<file path="config.mk">
export PLATFORM = sky130hd
export DESIGN_NAME = clk_div_ctrl
export DESIGN_NICKNAME = d
export VERILOG_FILES = /design/src/rtl/clk_div_ctrl.sv
export SDC_FILE = /design/constraint.sdc
export NUM_CORES = 1
export LEC_CHECK = 0
export CORE_MARGIN = 10
export CORE_UTILIZATION = 40
export CTS_CLUSTER_DIAMETER = 120
export DETAILED_ROUTE_END_ITERATION = 16
export MAX_ROUTING_LAYER = met4
export PLACE_DENSITY_LB_ADDON = 0.3
export SLEW_MARGIN = 20
export SYNTH_ARGS = -nofsm -noshare
export SYNTH_HDL_FRONTEND = slang
export SYNTH_SLANG_ARGS = --single-unit
</file>
<file path="constraint.sdc">
create_clock -name clk -period 3.48 [get_ports clk]
set_input_delay 0.696 -clock clk [delete_from_list [all_inputs] [get_ports clk]]
set_output_delay 0.696 -clock clk [all_outputs]
set_load 0.02 [all_outputs]
</file>
<file path="src/rtl/clk_div_ctrl.sv">
// Run-time divided-clock generator with glitch-free divisor changes, start and stop.
// Latency: clk_out rises cur_half cycles after run is sampled in STOP; config applies at the next period boundary.
// Backpressure: cfg_ready drops while one config is pending and returns the cycle after it is applied.
module clk_div_ctrl #(
    parameter int WIDTH        = 16,
    parameter int DEFAULT_HALF = 24
) (
    input  logic             clk,
    input  logic             reset,
    input  logic             run,
    input  logic             cfg_valid,
    input  logic [WIDTH-1:0] cfg_half,
    output logic             cfg_ready,
    output logic             clk_out,
    output logic             tick,
    output logic             busy,
    output logic [WIDTH-1:0] cur_half
);

    typedef enum logic [1:0] {
        ST_STOP  = 2'd0,
        ST_RUN   = 2'd1,
        ST_DRAIN = 2'd2
    } state_t;

    localparam logic [WIDTH-1:0] L_ONE          = WIDTH'(1);
    localparam logic [WIDTH-1:0] L_DEFAULT_HALF = WIDTH'(DEFAULT_HALF);

    state_t           r_state;
    logic [WIDTH-1:0] r_cnt;
    logic             r_clk_out;
    logic             r_tick;
    logic [WIDTH-1:0] r_cur_half;
    logic [WIDTH-1:0] r_pend_half;
    logic             r_pending;

    logic             w_accept;
    logic [WIDTH-1:0] w_half_in;
    logic             w_wrap;
    logic             w_stop_now;

    // Handshake, zero clamp, end-of-half-period and safe-stop detection
    assign w_accept   = cfg_valid && !r_pending;
    assign w_half_in  = (cfg_half == '0) ? L_ONE : cfg_half;
    assign w_wrap     = (r_cnt == (r_cur_half - L_ONE));
    // Low phase may be cut short (no edge is lost); high phase must finish first
    assign w_stop_now = !r_clk_out &&
                        (((r_state == ST_RUN) && !run) || (r_state == ST_DRAIN));

    // Controller FSM: counter, divided clock, tick and half-period bookkeeping
    always_ff @(posedge clk or posedge reset) begin
        if (reset) begin
            r_state     <= ST_STOP;
            r_cnt       <= '0;
            r_clk_out   <= 1'b0;
            r_tick      <= 1'b0;
            r_cur_half  <= L_DEFAULT_HALF;
            r_pend_half <= L_DEFAULT_HALF;
            r_pending   <= 1'b0;
        end else begin
            r_tick <= 1'b0;
            case (r_state)
                ST_STOP: begin
                    r_cnt     <= '0;
                    r_clk_out <= 1'b0;
                    // A value accepted on the STOP entry edge lands here
                    if (r_pending) begin
                        r_cur_half <= r_pend_half;
                        r_pending  <= 1'b0;
                    end else if (w_accept) begin
                        r_cur_half <= w_half_in;
                    end
                    if (run) begin
                        r_state <= ST_RUN;
                    end
                end
                ST_RUN, ST_DRAIN: begin
                    if (w_stop_now) begin
                        r_state   <= ST_STOP;
                        r_cnt     <= '0;
                        r_clk_out <= 1'b0;
                        if (r_pending) begin
                            r_cur_half <= r_pend_half;
                            r_pending  <= 1'b0;
                        end else if (w_accept) begin
                            r_pend_half <= w_half_in;
                            r_pending   <= 1'b1;
                        end
                    end else begin
                        if (w_wrap) begin
                            r_cnt     <= '0;
                            r_clk_out <= !r_clk_out;
                            if (!r_clk_out) begin
                                r_tick <= 1'b1;
                            end else if (r_pending) begin
                                // Period boundary: the counter restarts at 0 with the new value
                                r_cur_half <= r_pend_half;
                                r_pending  <= 1'b0;
                            end
                        end else begin
                            r_cnt <= r_cnt + L_ONE;
                        end
                        // Mutually exclusive with the apply above since it needs !r_pending
                        if (w_accept) begin
                            r_pend_half <= w_half_in;
                            r_pending   <= 1'b1;
                        end
                        // Here clk_out is high: finish the high phase before stopping
                        if ((r_state == ST_RUN) && !run) begin
                            r_state <= ST_DRAIN;
                        end
                    end
                end
                default: begin
                    r_state <= ST_STOP;
                end
            endcase
        end
    end

    assign cfg_ready = !r_pending;
    assign busy      = (r_state != ST_STOP);
    assign clk_out   = r_clk_out;
    assign tick      = r_tick;
    assign cur_half  = r_cur_half;

endmodule

</file>
==> impl_metrics.tcl <==
set metrics [dict create \
    status "complete, no violations" \
    period_share_pct 89.3 \
    postCtsHoldBufs 0 \
    vdd_drop_max_mv 0.462 \
    final_layout_size_suffix_gt1_share_pct 18.6 \
    n_antenna_cell 0 \
    hold_viol 0 \
    drt_iter0_markers 127 \
    async_flop_share_pct 100 \
    syn_area_per_cell_um2 10.5 \
    yosysUniqueCellTypes 43 \
    worst_slack_ns 0.371 \
    worstPathMaxFanout 16 \
    synth.ff_latch_count 53 \
    synth.area.top_cells "dfrtp_1 40%, mux2_2 12%, xor2_1 5.2%" \
    slowest_stage "dfrtp_1" \
    min_period_ns 3.11 \
    die_x_um 107 \
    tightestPinTransition_ns 0.513 \
    numPortBuffers 39 \
    rsz0062_at_grt "no" \
    critPathCaptureType "flop" \
    required_ns 3.68 \
    p_leak_nw 1.53 \
    crit_chain "inv_1 -> ha_1 -> nor3b_1 -> and3_1 -> o21ai_1 -> a2111oi_0 -> a41o_2 -> and3_1 -> buf_4 -> mux2_2" \
    vias 2311 \
    cp.arrival_ns 3.31 \
    dpl.hpwl_mm 5.19 \
    coreArea_um2 7330 \
    final_core_util_pct 50.7 \
    place_congestion 0.903 \
    slew_headroom_pct 65.5 \
    die_area_um2 11500 \
    cts_resized 0 \
    synth_compound_area_share_pct 7.55 \
    grt-ovfl-total 0 \
    synthAdderAreaFrac_pct 2.46 \
    most-common-layout-cells "49 x dfrtp_1, 39 x clkdlybuf4s50_1, 33 x nor2_1, 33 x mux2_2, 18 x xor2_1" \
    track_usage_pct 12.7 \
    final_common_cell "dfrtp_1" \
    hold_class "flop to flop" \
    antenna_found_initial 0 \
    wl_per_cell_um 15.6 \
    crit_path_max_incr_delay_ns 0.47 \
    pin_count 40 \
    fmax_ghz 0.322 \
    layout.nets 364 \
    cts_buffers 5 \
    drtAntennaViolNets 0 \
    area_growth_pct 21.7 \
    cts.sinks 53 \
    max_cap_violations 0 \
    muxShareOfSynthArea_pct 17.4 \
    crit_family "simple AND/OR/NAND/NOR gates" \
    synth_cells 290 \
    synthSimpleGateAreaFrac_pct 16.4 \
    via_per_inst 5.28 \
    post_cts_buffers 0 \
    p_per_area_nw_per_um2 983 \
    syn_nets 316 \
    synth-main-ff-cell "dfrtp_1" \
    crit_top_cell "and3_1" \
    synth_top_family_by_area "multiplexers" \
    path_buf_inv 2 \
    skew_ns 0.00995 \
    htree_levels 2 \
    yosysWarnings 0 \
    die_y_um 107 \
    drcViolationCount 0 \
    pre_cts_ws_ns 0.439 \
    syn_area_um2 3050 \
    rows 31 \
    drt_pre_antenna_iters 4 \
    drv_slew 0 \
    initial_utilization_pct 41.6 \
    grt_max_degree 54 \
    seq_area_frac_synth_pct 43.6 \
    cts.clk_slew.worst_paths_ns 0.10 \
    synth_xor_xnor_area_share_pct 9.47 \
    setup_viol 0 \
    setup_tns_ns 0 \
    cts.path.max_buffers 2 \
    root_buffer "clkbuf_8" \
    cts_tree "built" \
    synth_top_area_share_pct 40.2 \
    grt_pass1_vias 2294 \
    grt_pass1_wl_mm 11.6 \
    worstSetupStartpointType "flop" \
    yosys.area.top_type "dfrtp_1" \
    synth-edff-count 0 \
    path_class "flop to flop" \
    drt_wl_total_mm 6.82 \
    clock_latency_ns 0.31 \
]
[path summary, 6_finish.rpt]
check | from | cells after the start | end | slack [ns]
min reg2reg | r_pend_half[0] | 2 | r_pend_half[0] | 0.49
max reg2reg | cur_half[0] | 10 | cur_half[13] | 0.37
min | r_pend_half[0] | 2 | r_pend_half[0] | 0.49
min in group asynchronous | reset | 3 | r_cnt[11] | 0.74
max | cur_half[0] | 10 | cur_half[13] | 0.37
max in group asynchronous | reset | 3 | cur_half[3] | 2.46
[report_power, final]
group	switching [mW]	leakage [nW]	internal, mW
clock network	0.204	0.0574	0.234
logic	1.01	0.813	1.08
registers	0.257	0.662	0.868
[cells in the mapped netlist, types with 4 or more instances]
master    number
nor2_1        33
clkbuf_1       4
ha_1           6
nor4_1         8
o21ai_0        7
a31oi_1        5
nor3_1         4
dfrtp_1       49
a21oi_1        7
nand3_1        5
mux2_2        33
mux2_4         6
inv_1         11
nand4_1        7
xnor2_1       15
xor2_1        18
nor2b_1        4
dfstp_2        4
mux2i_1        7
nand2_1       17
and3_1         9
[metrics by stage]
| step | cells | hold slack, ns | power (mW) | area (um2) |
|---|---|---|---|---|
| after detailed placement | 430 | 0.470 | 3.23 | 3590 |
| after global routing | 438 | 0.528 | 3.92 | 3710 |
| after global placement | 430 | 0.460 | 3.20 | 3590 |
| after CTS | 438 | 0.494 | 3.67 | 3710 |
| final | 438 | 0.493 | 3.65 | 3710 |
| after floorplan | 290 | 0.445 | 2.65 | 3050 |
[per-layer routing]
metal	track usage, %	vias to the layer above	wire length (um)
met4	3.77	0	70
li1	-	1129	-
met1	16.6	1124	3260
met3	2.57	5	310
met5	-	-	0
met2	19.5	53	3170
[logic make-up (layout without fill, tap and decap cells)]
kind of cell	after synthesis	count (layout)
buffers and inverters	18	67
adder cells (fa/ha/maj)	6	6
XOR/XNOR	33	33
AND/OR/NAND/NOR	99	99
flip-flops	53	53
multiplexers	46	46
AO/OA/AOI/OAI	35	35
[tightest hold or removal path: cells and delay by family, from the launching register on]
kind	cells	cell delay, ns
compound gates	1	0.06
flops	1	0.36
simple gates	1	0.05
[registers in the layout, summed over array words and instances (netlist names)]
signal,cells
r_pending,1
r_state,2
r_pend_half,16
cur_half,16
r_cnt,16
clk_out,1
tick,1
[final cells by class]
class                      instances  area, um2
sequential                        53       1330
clock inverter                     2       37.5
inverter                          11       41.3
multi-input combinational        219       1630
fill                             648       3620
clock buffer                       6       82.6
timing repair buffer              48        470
tap                               99        124
(Power assumes the default switching activity.)
